File: src/rtl/spike_dec_pkg.sv
// Shared types and saturating-arithmetic helpers for the spike rate decoder.
package spike_dec_pkg;

  typedef enum logic {
    IDLE  = 1'b0,
    COUNT = 1'b1
  } state_e;

  localparam int CNT_W_DEF = 8;

  // Largest value representable in a w-bit counter (w up to 32).
  function automatic logic [31:0] cnt_max(input int w);
    return 32'((64'd1 << w) - 64'd1);
  endfunction

  localparam logic [31:0] CNT_MAX = cnt_max(CNT_W_DEF);

  function automatic logic [31:0] sat_inc(input logic [31:0] value,
                                          input logic [31:0] inc,
                                          input logic [31:0] max);
    logic [32:0] sum;
    sum = {1'b0, value} + {1'b0, inc};
    return (sum > {1'b0, max}) ? max : sum[31:0];
  endfunction

endpackage

File: src/rtl/spike_rate_decoder_sat_counter.sv
// Saturating up-counter with synchronous clear; clear has priority over inc.
module sat_counter
  import spike_dec_pkg::*;
#(
  parameter int W = 8
) (
  input  logic         clk,
  input  logic         rst,
  input  logic         clear,
  input  logic         inc,
  output logic [W-1:0] q
);

  localparam logic [31:0] MAX = cnt_max(W);

  // NOTE: sequential state uses non-blocking (<=) so every flop samples
  // pre-edge values; blocking here would create order-dependent races.
  always_ff @(posedge clk or posedge rst) begin
    if (rst)        q <= '0;
    else if (clear) q <= '0;
    else            q <= W'(sat_inc(32'(q), {31'd0, inc}, MAX));
  end

endmodule

File: src/rtl/spike_rate_decoder.sv
// Spike-train to rate decoder: counts spikes per WINDOW_LEN-cycle window and
// presents each count on a valid/ready slot. Define SPIKE_ISI_EN for ISI output.
module spike_rate_decoder
  import spike_dec_pkg::*;
#(
  parameter int WINDOW_LEN = 256,
  parameter int CNT_W      = 8
) (
  input  logic             clk,
  input  logic             rst,
  input  logic             ena,
  input  logic             spike,
  input  logic             ovr_clr,
  input  logic             rate_ready,
  output logic             rate_valid,
  output logic [CNT_W-1:0] rate_data,
  output logic             overrun,
  output logic             isi_valid,
  output logic [CNT_W-1:0] isi_data
);

  localparam int               WIN_W    = $clog2(WINDOW_LEN);
  localparam logic [WIN_W-1:0] WIN_LAST = WIN_W'(WINDOW_LEN - 1);
  localparam logic [31:0]      MAX      = cnt_max(CNT_W);

  state_e           state, state_nx;
  logic [WIN_W-1:0] win_cnt;
  logic [CNT_W-1:0] spike_cnt;
  logic [CNT_W-1:0] win_total;
  logic             counting;
  logic             window_end;
  logic             cnt_clear;
  logic             slot_free;

  always_ff @(posedge clk or posedge rst) begin
    if (rst) state <= IDLE;
    else     state <= state_nx;
  end

  // NOTE: every signal written here gets a default first, so no path can
  // leave it unassigned and infer a latch.
  always_comb begin
    state_nx   = state;
    counting   = 1'b0;
    window_end = 1'b0;
    unique case (state)
      IDLE: begin
        if (ena) state_nx = COUNT;
      end
      COUNT: begin
        counting   = 1'b1;
        window_end = (win_cnt == WIN_LAST);
        if (!ena) state_nx = IDLE;
      end
      default: state_nx = IDLE;
    endcase
  end

  // Counters restart on window end, and on leaving COUNT the partial window is dropped.
  assign cnt_clear = !counting || !ena || window_end;
  assign win_total = CNT_W'(sat_inc(32'(spike_cnt), {31'd0, spike}, MAX));
  assign slot_free = !rate_valid || rate_ready;

  always_ff @(posedge clk or posedge rst) begin
    if (rst)            win_cnt <= '0;
    else if (cnt_clear) win_cnt <= '0;
    else                win_cnt <= win_cnt + 1'b1;
  end

  sat_counter #(.W(CNT_W)) u_spike_cnt (
    .clk   (clk),
    .rst   (rst),
    .clear (cnt_clear),
    .inc   (spike),
    .q     (spike_cnt)
  );

  always_ff @(posedge clk or posedge rst) begin
    if (rst) begin
      rate_valid <= 1'b0;
      rate_data  <= '0;
      overrun    <= 1'b0;
    end else begin
      if (window_end && slot_free) begin
        rate_valid <= 1'b1;
        rate_data  <= win_total;
      end else if (rate_ready) begin
        rate_valid <= 1'b0;
      end
      // A dropped result outranks a same-cycle clear.
      if (window_end && !slot_free) overrun <= 1'b1;
      else if (ovr_clr)             overrun <= 1'b0;
    end
  end

`ifdef SPIKE_ISI_EN
  logic [CNT_W-1:0] gap;
  logic             seen;
  logic             gap_clear;
  logic             isi_fire;

  assign gap_clear = !counting || spike;
  assign isi_fire  = counting && spike && seen;

  sat_counter #(.W(CNT_W)) u_gap_cnt (
    .clk   (clk),
    .rst   (rst),
    .clear (gap_clear),
    .inc   (1'b1),
    .q     (gap)
  );

  always_ff @(posedge clk or posedge rst) begin
    if (rst) begin
      seen      <= 1'b0;
      isi_valid <= 1'b0;
      isi_data  <= '0;
    end else begin
      isi_valid <= isi_fire;
      // gap is 0 on the cycle after a spike, so the interval is gap+1.
      if (isi_fire) isi_data <= CNT_W'(sat_inc(32'(gap), 32'd1, MAX));
      if (!counting)  seen <= 1'b0;
      else if (spike) seen <= 1'b1;
    end
  end
`else
  assign isi_valid = 1'b0;
  assign isi_data  = '0;
`endif

endmodule
File: config.mk
export PLATFORM = sky130hd
export DESIGN_NAME = spike_rate_decoder
export DESIGN_NICKNAME = d
export VERILOG_FILES = /design/src/rtl/spike_dec_pkg.sv /design/src/rtl/spike_rate_decoder_sat_counter.sv /design/src/rtl/spike_rate_decoder.sv
export SDC_FILE = /design/constraint.sdc
export NUM_CORES = 1
export LEC_CHECK = 0
export ABC_AREA = 1
export CAP_MARGIN = 10
export CELL_PAD_IN_SITES_DETAIL_PLACEMENT = 0
export CELL_PAD_IN_SITES_GLOBAL_PLACEMENT = 1
export CORE_MARGIN = 3
export CORE_UTILIZATION = 41
export CTS_CLUSTER_DIAMETER = 150
export DETAILED_ROUTE_END_ITERATION = 6
export PLACE_DENSITY = 0.91
export SLEW_MARGIN = 20
export SYNTH_ARGS = -nofsm -noshare
export SYNTH_HDL_FRONTEND = slang
export SYNTH_SLANG_ARGS = --single-unit
File: constraint.sdc
create_clock -name clk -period 2.64 [get_ports clk]
set_input_delay 0.396 -clock clk [delete_from_list [all_inputs] [get_ports clk]]
set_output_delay 0.396 -clock clk [all_outputs]
set_load 0.01 [all_outputs]
After elaboration in Yosys (flattened, before gate mapping). Cells that the tools add are included.

Mux-type cells: 10. Add/sub/neg operators: 2. Equal/unequal tests: 1. $lt $le $gt $ge: 1. Reduce and logical (&&, ||, !) cells: 11.

Operator list (count): 2-to-1 mux 8 bit (3); adder 8 x 1 -> 9 bit (1); > comparator 9 x 8 -> 1 bit (second input constant) (1); adder 8 x 1 -> 8 bit (second input constant) (1); equality test 8 bit (second input constant) (1); 2-to-1 mux 1 bit (7); logical NOT 1 bit (4); nonzero test 2 bit (2); logical OR 1 bit (3); logical AND 1 bit (2).

Output and inout port bits: 19. Register bits after elaboration: 27. Input bits: 6.

Depth between registers and ports, before layout. Gate-level depths: netlist of run 1.

Depth in word-level cells: 5. Gate-level depth with buffers: 9.

Cells and area by module. From an unflattened synthesis of run 1, not the netlist that was laid out.

Cell total of the unflattened synthesis: 196. Area total of the unflattened synthesis: 1562.7 µm².

Modules (own cells, without submodules): spike_rate_decoder (times used 1, cells an instance 142, sequential area each 475.5 µm², area each 1113.6 µm²); sat_counter (times used 1, cells an instance 54, sequential area each 200.2 µm², area each 449.2 µm²).

Least setup slack after synthesis of run 1. OpenSTA, ideal clock, no wires.

Path type: register to register. Start point: register win_cnt[0]. End point: register rate_data[7]. Cell stages (with the launch flop): 9. Slack: 1.319 ns. Clock period less this slack: 1.321 ns. Arrival: 1.203 ns. Cells stage by stage: dfrtp_1 ha_1 nand2_1 nor2_2 nand3_4 nor2_8 inv_4 nand2_1 nand2_1.

Longest elaborated chain between the ends: 3.

Ends and longest elaborated chain: start, declared (line spike_rate_decoder.sv:27) `logic [WIN_W-1:0] win_cnt;`; start signal, assigned (line spike_rate_decoder.sv:67) `else win_cnt <= win_cnt + 1'b1;`; equality test 8 bit (line spike_rate_decoder.sv:52) `window_end = (win_cnt == WIN_LAST);`; 2-to-1 mux 1 bit (line spike_rate_decoder.sv:46) `unique case (state)`; logical AND 1 bit (line spike_rate_decoder.sv:84) `if (window_end && slot_free) begin`; end signal, assigned (line spike_rate_decoder.sv:86) `rate_data <= win_total;`; end, declared (line spike_rate_decoder.sv:16) `output logic [CNT_W-1:0] rate_data,`.

Every way passes these cells. A chain may end at the register's enable or synchronous reset.

Final worst setup path of run 1.
Start point: register rate_valid. End point: output rate_valid.

RTL lines: start, declared (line spike_rate_decoder.sv:15) `output logic rate_valid,`; start signal, assigned (line spike_rate_decoder.sv:80) `rate_valid <= 1'b0;`; start signal, assigned (line spike_rate_decoder.sv:85) `rate_valid <= 1'b1;`; start signal, assigned (line spike_rate_decoder.sv:88) `rate_valid <= 1'b0;`.

No word-level cell between the ends.

==> results of run 1 <==
==> cells by family after synthesis <==
| family | share of synthesized area (%) |
|---|---|
| buffers and inverters | 12.13 |
| and+or+nand+nor | 32.95 |
| AOI/OAI and AO/OA | 2.923 |
| adders and majority gates | 2.658 |
| other | 0.2655 |
| DFF | 47.83 |
| xor gates and xnor gates | 1.240 |
==> layer usage <==
metal | GRT usage, % | vias to the layer above | wire length [um] | share of wire [%]
li1 | - | 532 | - | -
met4 | 3.430 | 0 | 24 | 1.0
met5 | 0 | - | 0 | 0
met1 | 14.24 | 486 | 1000 | 42
met2 | 25.39 | 22 | 1292 | 54
met3 | 3.640 | 4 | 81 | 3.4
==> power breakdown <==
group | switching [mW] | internal (mW)
clock | 0.116 | 0.0592
sequential | 0.00470 | 0.420
combinational | 0.0274 | 0.0182
total | 0.148 | 0.497
==> registers in the layout, summed over array words and instances, names as in the netlist <==
register       count
win_cnt            8
overrun            1
rate_valid         1
rate_data          8
state              1
u_spike_cnt.q      8
==> cells in the mapped netlist, types with 2 or more instances <==
cell and n:
buf_6 2, a21oi_1 5, nor2_1 13, nand2_1 52
dfrtp_1 27, nor2_4 3, ha_1 3, buf_4 9
nor2b_1 2, nand2_2 3, nand3_1 10, nor3_1 4
xnor2_1 2, inv_1 20, nand3_4 2, o21ai_0 2
==> stage by stage <==
step | instances | setup WS, ns | hold slack, ns | power, mW | cell area, um^2
2_1_floorplan | 175 | 1.319 | 0.4274 | 0.4690 | 1443
3_3_place_gp | 224 | 0.8315 | 0.4436 | 0.4784 | 1565
3_5_place_dp | 224 | 0.7789 | 0.4558 | 0.4796 | 1565
4_1_cts | 228 | 0.9761 | 0.4131 | 0.6554 | 1592
5_1_grt | 228 | 0.9344 | 0.4490 | 0.6781 | 1592
6_report | 228 | 1.001 | 0.4008 | 0.6456 | 1592
==> how the worst min path moves through the flow <==
stage | start | endpoint | slack [ns]
2_1_floorplan | ena | state | 0.43
3_3_place_gp | win_cnt[0] | win_cnt[0] | 0.44
3_5_place_dp | win_cnt[0] | win_cnt[0] | 0.46
4_1_cts | rst | state | 0.41
5_1_grt | rst | state | 0.45
6_report | rst | win_cnt[6] | 0.40
==> layout make-up <==
cell class                      instances  area [um^2]
Clock buffer                            4        26.28
Sequential cell                        27        675.6
Inverter                               21        81.33
Timing Repair Buffer                   16        157.7
Fill cell                             309         1587
Tap cell                               44        55.05
Multi-Input combinational cell        116        595.6
==> summary.md, run 1 <==
| Metric | Value |
|---|---|
| Status | finished clean |
| R2R depth | 8 |
| Setup Skew | 0.004705 ns |
| Endpoint class of the critical path | primary output |
| Clk Latency, worst-skew pair | 0.32 ns |
| Drt first pass iters | 4 |
| Post-synth EDFFs | 0 |
| Root Buffer | clkbuf_4 |
| Final Max Slew Viols | 0 |
| Worst hold-check path type | in2async |
| Routed wire per std cell | 10.52 um |
| Share of layout cells above drive strength 1 | 9.239% |
| Netlist cell types | 24 |
| Port Buf Inserts | 15 |
| Area leader, netlist | dfrtp_1 |
| Worst path cell trace | clkdlybuf4s50_1 |
| Placer Congestion | 0.8027 |
| Cts repair resizes | 0 |
| Final setup vio count | 0 |
| GR Util All Layers | 13.28% |
| Synth top area share | 47.83% |
| I/O pins | 25 |
| Critical Path Source | rate_valid |
| DRT Wirelength | 2398 um |
| PwrDens | 405.6 nW/um^2 |
| Initial antenna violation count | 0 |
| Max VDD drop | 0.0002788 V |
| Initial core utilization | 44.45% |
| GRT overflow | 0 |
| Routed via count | 1044 |
| WP data required | 2.24 ns |
| Origin of the critical flop-to-flop path | win_cnt[0] |
| Chip Height | 64.70 um |
| Clk sink count | 27 |
| Post-synthesis sequential area ratio | 47.83% |
| Clock Path Buffers | 2 |
| Total CTS buffers | 3 |
| Setup crit end | rate_valid |
| Critical path depth | 1 |
| Die Wd | 64.70 um |
| Clock-pin slew on the worst setup and hold paths | 0.14 ns |
| ANT cells | 0 |
| Crit path time final | 1.639 ns |
| Final net count | 194 |
| Routed Antenna Nets | 0 |
| Starting DRT DRC Count | 52 |
| Most common flop cell mapped by yosys | dfrtp_1 |
| RSZ-0062 raised after global routing | false |
| Crit Path Max Fanout | 2 |
| Post-layout util | 50.08% |
| Post-Syn Instances | 167 |
| CP arrival | 1.24 ns |
| First-pass GRT wire length | 4340 um |
| Mapped cell area | 1413 um^2 |
| Most frequent cells in the layout | 52 x nand2_1, 27 x dfrtp_1, 20 x inv_1 |
| Layout area overhead | 12.67% |
| Avg Cell Area, Syn | 8.459 um^2 |
| Cell at the slowest stage of the critical path | clkdlybuf4s50_1 |
| Die Footprint | 4185 um^2 |
| Vias in the first global route | 996 |
| FMAX | 609.9 MHz |
| Final Cycle Share | 62.10% |
| Async SR Flop Fraction | 100.0% |
| Critical path buffers and inverters | 1 |
| Synth top area cells | dfrtp_1 48%, nand2_1 14%, inv_1 5.3%, buf_4 4.8%, nand3_1 3.5% |
| Post-CTS setup repair buffer count | 0 |
| Worst R2R Setup Slack | 1.16 ns |
| Reg-to-reg endpoint | rate_data[3] |
| CTS tree | yes |
| CP Launch Type | flop |
| Vias/cell | 4.579 |
| LEAKAGE | 0.7600 nW |
| Total of max-cap violations | 0 |
| Largest net degree at the start of global routing | 28 |
| Crit path largest cell delay | 0.55 ns |
| Cell family with most CP delay | buffers and inverters |
| Post-route setup TNS | 0 ns |
| Row Count | 20 |
| Remaining DRCs | 0 |
| Cts hold-fix bufs | 0 |
| Core region area | 3178 um^2 |
| H-tree level count | 1 |
| Synth warn | 0 |
| DP HPWL | 1911 um |
| Synth Register Bits | 27 |
| Most common cell after layout, fill and taps aside | nand2_1 |
| Crit path kind | reg2out |
| Hold Fails Final Rpt | 0 |
Note: power is estimated with default switching activity, not from simulation.
==> run 2: changes to the inputs <==
--- a/config.mk
+++ b/config.mk
@@ -10,10 +10,10 @@
 export CELL_PAD_IN_SITES_DETAIL_PLACEMENT = 0
 export CELL_PAD_IN_SITES_GLOBAL_PLACEMENT = 1
 export CORE_MARGIN = 3
-export CORE_UTILIZATION = 41
+export CORE_UTILIZATION = 35
 export CTS_CLUSTER_DIAMETER = 150
 export DETAILED_ROUTE_END_ITERATION = 6
-export PLACE_DENSITY = 0.91
+export PLACE_DENSITY = 0.83
 export SLEW_MARGIN = 20
 export SYNTH_ARGS = -nofsm -noshare
 export SYNTH_HDL_FRONTEND = slang
==> constraint.sdc (replaced) <==
create_clock -name clk -period 1.43 [get_ports clk]
set_input_delay 0.2145 -clock clk [delete_from_list [all_inputs] [get_ports clk]]
set_output_delay 0.2145 -clock clk [all_outputs]
set_load 0.01 [all_outputs]
==> run 2 against run 1 <==
- power increased by 100%
- wire length is 5.6% higher
- worst setup slack lost 0.95 ns
- sequential share of layout area is 3.7 points lower
- first-iteration DRC count grew 21%
- clock power grew 140%
- critical endpoint is now rate_data[4]
- largest cell class unchanged
- combinational power up 100%
- global-route usage fell by 2.1 points
- register-to-register slack worse by 1.1 ns
- design area increased by 9.4%
- critical path type unchanged
- sequential cell count did not move
==> summary.md, run 2 (synthesis results as in run 1) <==
| Metric | Value |
|---|---|
| Core region area | 3771 um^2 |
| Final instance area | 1742 um^2 |
| Worst hold-check path type | in2async |
| Initial core utilization | 37.46% |
| Cell at the slowest stage of the critical path | clkdlybuf4s50_1 |
| Most frequent cells in the layout | 51 x nand2_1, 27 x dfrtp_1, 20 x inv_1 |
| Port Buf Inserts | 15 |
| Die Wd | 69.53 um |
| CTS tree | yes |
| DP HPWL | 1839 um |
| Worst setup margin | 0.04819 ns |
| Cells after DPL | 236 |
| Crit path kind | reg2out |
| Cell family with most CP delay | buffers and inverters |
| Share of layout cells above drive strength 1 | 16.33% |
| Hold Fails Final Rpt | 0 |
| Final net count | 206 |
| Fin cells | 244 |
| Die Footprint | 4834 um^2 |
| LEAKAGE | 0.8434 nW |
| Clk Latency, worst-skew pair | 0.27 ns |
| FMAX | 723.7 MHz |
| Setup Skew | 0.005829 ns |
| Placed Instance Area | 1630 um^2 |
| Tot Pwr | 1.297 mW |
| Initial antenna violation count | 0 |
| Worst path cell trace | clkdlybuf4s50_1 |
| Routed wire per std cell | 10.38 um |
| CP arrival | 1.17 ns |
| Placer Congestion | 0.8684 |
| Final Max Slew Viols | 0 |
| Endpoint class of the critical path | primary output |
| PwrDens | 744.8 nW/um^2 |
| Routed Antenna Nets | 0 |
| Starting DRT DRC Count | 63 |
| I/O pins | 25 |
| GR Util All Layers | 11.17% |
| WP data required | 1.22 ns |
| Vias in the first global route | 1038 |
| Crit Path Max Fanout | 2 |
| Layout area overhead | 23.29% |
| DRT Wirelength | 2533 um |
| Worst-Margin Slew | 0.6044 ns |
| Total of max-cap violations | 0 |
| Chip Height | 69.53 um |
| ANT cells | 0 |
| Critical path buffers and inverters | 1 |
| Crit path time final | 1.382 ns |
| Drt first pass iters | 4 |
| RSZ-0062 raised after global routing | true |
| Post-route setup TNS | 0 ns |
| Row Count | 22 |
| Vias/cell | 4.402 |
| Max VDD drop | 0.0004792 V |
| Status | finished clean |
| Worst hold slack | 0.3004 ns |
| Total CTS buffers | 3 |
| H-tree level count | 1 |
| Most common cell after layout, fill and taps aside | nand2_1 |
| GRT overflow | 0 |
| Clock-pin slew on the worst setup and hold paths | 0.09 ns |
| Root Buffer | clkbuf_8 |
| CP Launch Type | flop |
| Clock Path Buffers | 2 |
| First-pass GRT wire length | 4422 um |
| Post-layout util | 46.18% |
| Final Cycle Share | 96.63% |
| Clk sink count | 27 |
| Final setup vio count | 0 |
| Slew headroom | 59.56% |
| Largest net degree at the start of global routing | 28 |
| Remaining DRCs | 0 |
| Largest registers | rate_data (8), u_spike_cnt.q (8), win_cnt (8) |
| Placement Setup Slack | -0.2693 ns |
| Routed via count | 1074 |
| Crit path largest cell delay | 0.54 ns |
==> run 2: worst register-to-register path, cell delays in order (launching register included) <==
cell and delay (ns):
dfrtp_1 0.37, ha_2 0.19, nand2_2 0.07, nor2_4 0.12
nand3_4 0.14, buf_6 0.16, nor2_4 0.12, nand2_1 0.07
nand2_1 0.06
==> run 2: cell type report <==
type	count	area, um^2
clock buffers	4	45.04
fillers	376	2029
inverters	21	81.33
multi-input cells	117	626.9
flip-flops and latches	27	675.6
well taps	48	60.06
repair buffers	27	252.7
==> run 2: repair_timing <==
action                                 in CTS  in global routing
hold buffers                                0                  0
setup endpoints to repair                   0                 20
resized for setup                           0                  9
endpoints found under the hold margin       0                  0
buffers inserted                            0                  3
==> run 2: power by group <==
group | switching, mW | internal (mW) | total [mW]
registers | 0.00816 | 0.774 | 0.783
clock network | 0.224 | 0.199 | 0.423
logic | 0.0531 | 0.0382 | 0.0912
==> run 2: layer usage <==
| layer | vias up | GRT usage (%) | part of all wire (%) |
|---|---|---|---|
| li1 | 558 | - | - |
| met1 | 488 | 13.45 | 44 |
| met2 | 21 | 18.96 | 50 |
| met3 | 7 | 3.333 | 4.2 |
| met4 | 0 | 3.688 | 1.7 |
| met5 | - | 0 | 0 |
==> run 2: final timing paths <==
kind | cells past startpoint | slack [ns] | to | startpoint
max in group asynchronous | 3 | 0.87 | u_spike_cnt.q[1] | rst
min in group clk | 4 | 0.40 | u_spike_cnt.q[0] | spike
hold / removal | 3 | 0.30 | rate_data[5] | rst
setup reg to reg | 8 | 0.08 | rate_data[3] | win_cnt[1]
setup / recovery | 1 | 0.05 | rate_data[4] | rate_data[4]
hold reg to reg | 2 | 0.48 | rate_data[6] | rate_data[6]
==> run 3: changes to the inputs <==
--- a/config.mk
+++ b/config.mk
@@ -9,7 +9,7 @@
 export CAP_MARGIN = 10
 export CELL_PAD_IN_SITES_DETAIL_PLACEMENT = 0
 export CELL_PAD_IN_SITES_GLOBAL_PLACEMENT = 1
-export CORE_MARGIN = 3
+export CORE_MARGIN = 2
 export CORE_UTILIZATION = 35
 export CTS_CLUSTER_DIAMETER = 150
 export DETAILED_ROUTE_END_ITERATION = 6
==> run 3 against run 2 <==
- sequential cell count unchanged
- final cell count up 1.2%
- sequential share of layout area down 1.3 points
- largest power group unchanged
==> summary.md, run 3 (synthesis results as in run 1) <==
| Metric | Value |
|---|---|
| Worst hold-check path type | in2async |
| Starting DRT DRC Count | 33 |
| WP data required | 1.64 ns |
| Endpoint class of the critical path | flop |
| Core region area | 3943 um^2 |
| Port Buf Inserts | 15 |
| Total of max-cap violations | 0 |
| ANT cells | 0 |
| Vias in the first global route | 1064 |
| DRT Wirelength | 2578 um |
| Setup Skew | 0.007788 ns |
| RSZ-0062 raised after global routing | true |
| Final instance area | 1804 um^2 |
| CP arrival | 1.61 ns |
| Die Footprint | 4560 um^2 |
| Drt first pass iters | 5 |
| Initial core utilization | 35.83% |
| Placer Congestion | 0.8249 |
| Most frequent cells in the layout | 46 x nand2_1, 27 x dfrtp_1, 20 x inv_1 |
| Max VDD drop | 0.0002892 V |
| Vias/cell | 4.312 |
| Fin cells | 247 |
| Chip Height | 67.53 um |
| Placed Instance Area | 1660 um^2 |
| FMAX | 710.1 MHz |
| Status | finished clean |
| Cells after DPL | 240 |
| Final setup vio count | 0 |
| GR Util All Layers | 13.44% |
| H-tree level count | 1 |
| Routed Antenna Nets | 0 |
| Largest registers | rate_data (8), u_spike_cnt.q (8), win_cnt (8) |
| LEAKAGE | 0.9555 nW |
| PwrDens | 719.5 nW/um^2 |
| Final Max Slew Viols | 0 |
| Final net count | 207 |
| Post-layout util | 45.76% |
| Hold Fails Final Rpt | 0 |
| Final Cycle Share | 98.48% |
| Total CTS buffers | 3 |
| Crit Path Max Fanout | 6 |
| First-pass GRT wire length | 4664 um |
| Row Count | 23 |
| Routed wire per std cell | 10.44 um |
| I/O pins | 25 |
| Root Buffer | clkbuf_8 |
| Crit path time final | 1.408 ns |
| Die Wd | 67.53 um |
| Clk sink count | 27 |
| Clk Latency, worst-skew pair | 0.27 ns |
| Layout area overhead | 27.72% |
| Initial antenna violation count | 0 |
| Clock-pin slew on the worst setup and hold paths | 0.09 ns |
| Share of layout cells above drive strength 1 | 21.83% |
| Most common cell after layout, fill and taps aside | nand2_1 |
| DP HPWL | 1896 um |
| Routed via count | 1065 |
| Crit path kind | reg2reg |
| CTS tree | yes |
| GRT overflow | 0 |
| Clock Path Buffers | 2 |
| Remaining DRCs | 0 |
| CP Launch Type | flop |
| Largest net degree at the start of global routing | 28 |
[run 3: changes by cell type in the layout (fill, tap and decap cells not counted), sizes merged]
cell           delta
buf               +1
clkbuf            -1
clkdlybuf4s50     -6
clkinv            +1
dlymetal6s2s      +6
nand3             +1
nor2              -1
[run 3: path summary, 6_finish.rpt]
kind                               endpoint  cells past startpoint         start  slack [ns]
setup / recovery               rate_data[1]                      8    win_cnt[1]        0.02
hold / removal                 rate_data[7]                      3           rst        0.30
setup reg to reg               rate_data[1]                      8    win_cnt[1]        0.02
max in group asynchronous  u_spike_cnt.q[2]                      3           rst        0.87
hold reg to reg                rate_data[2]                      2  rate_data[2]        0.48
min in group clk           u_spike_cnt.q[0]                      4         spike        0.41
[run 3: per-stage QoR]
stage / hold slack [ns] / setup TNS, ns / total power [mW] / setup slack (ns)
5_1_grt: 0.3229 / -0.6254 / 1.371 / -0.09044
3_3_place_gp: 0.4561 / -2.750 / 0.8873 / -0.2288
4_1_cts: 0.3051 / 0 / 1.327 / 0.006200
6_report: 0.2954 / 0 / 1.298 / 0.02169
2_1_floorplan: 0.2459 / 0 / 0.8658 / 0.1094
3_5_place_dp: 0.4582 / -3.563 / 0.8894 / -0.2900
[run 3: report_power, final]
group | switching, mW | internal, mW
logic | 0.0547 | 0.0370
registers | 0.00800 | 0.774
clock network | 0.229 | 0.195
[run 3: final cells by class]
cell class              instances  area, um^2
clock inverters                 1       5.005
flip-flops and latches         27       675.6
well taps                      50       62.56
repair buffers                 28       284.0
inverters                      21       83.83
clock buffers                   3       41.29
fillers                       383        2138
multi-input cells             117       651.9
[run 3: what timing repair did]
action	in CTS	in global routing
endpoints found under the setup margin	4	29
pin swaps	0	8
cloned	0	1
hold buffers	0	0
setup buffers	0	2
gates resized for setup	2	22
[run 3: routing by layer]
metal  up-vias  wire length, um  part of all wire, %  global-route usage [%]
li1        556                -                    -                       -
met4         0               13                 0.50                   3.061
met5         -                0                    0                       0
met3         2               74                  2.9                   2.500
met1       494             1170                   45                   16.67
met2        13             1319                   51                   24.02
[run 3: worst max-delay path, cell delays in order (launching register included)]
cell and delay (ns):
dfrtp_1 0.37, ha_2 0.20, nand2_2 0.08, nor2_4 0.15, nand3_4 0.13, nor2_8 0.21
buf_12 0.13, nand2_2 0.04, nand2_1 0.06
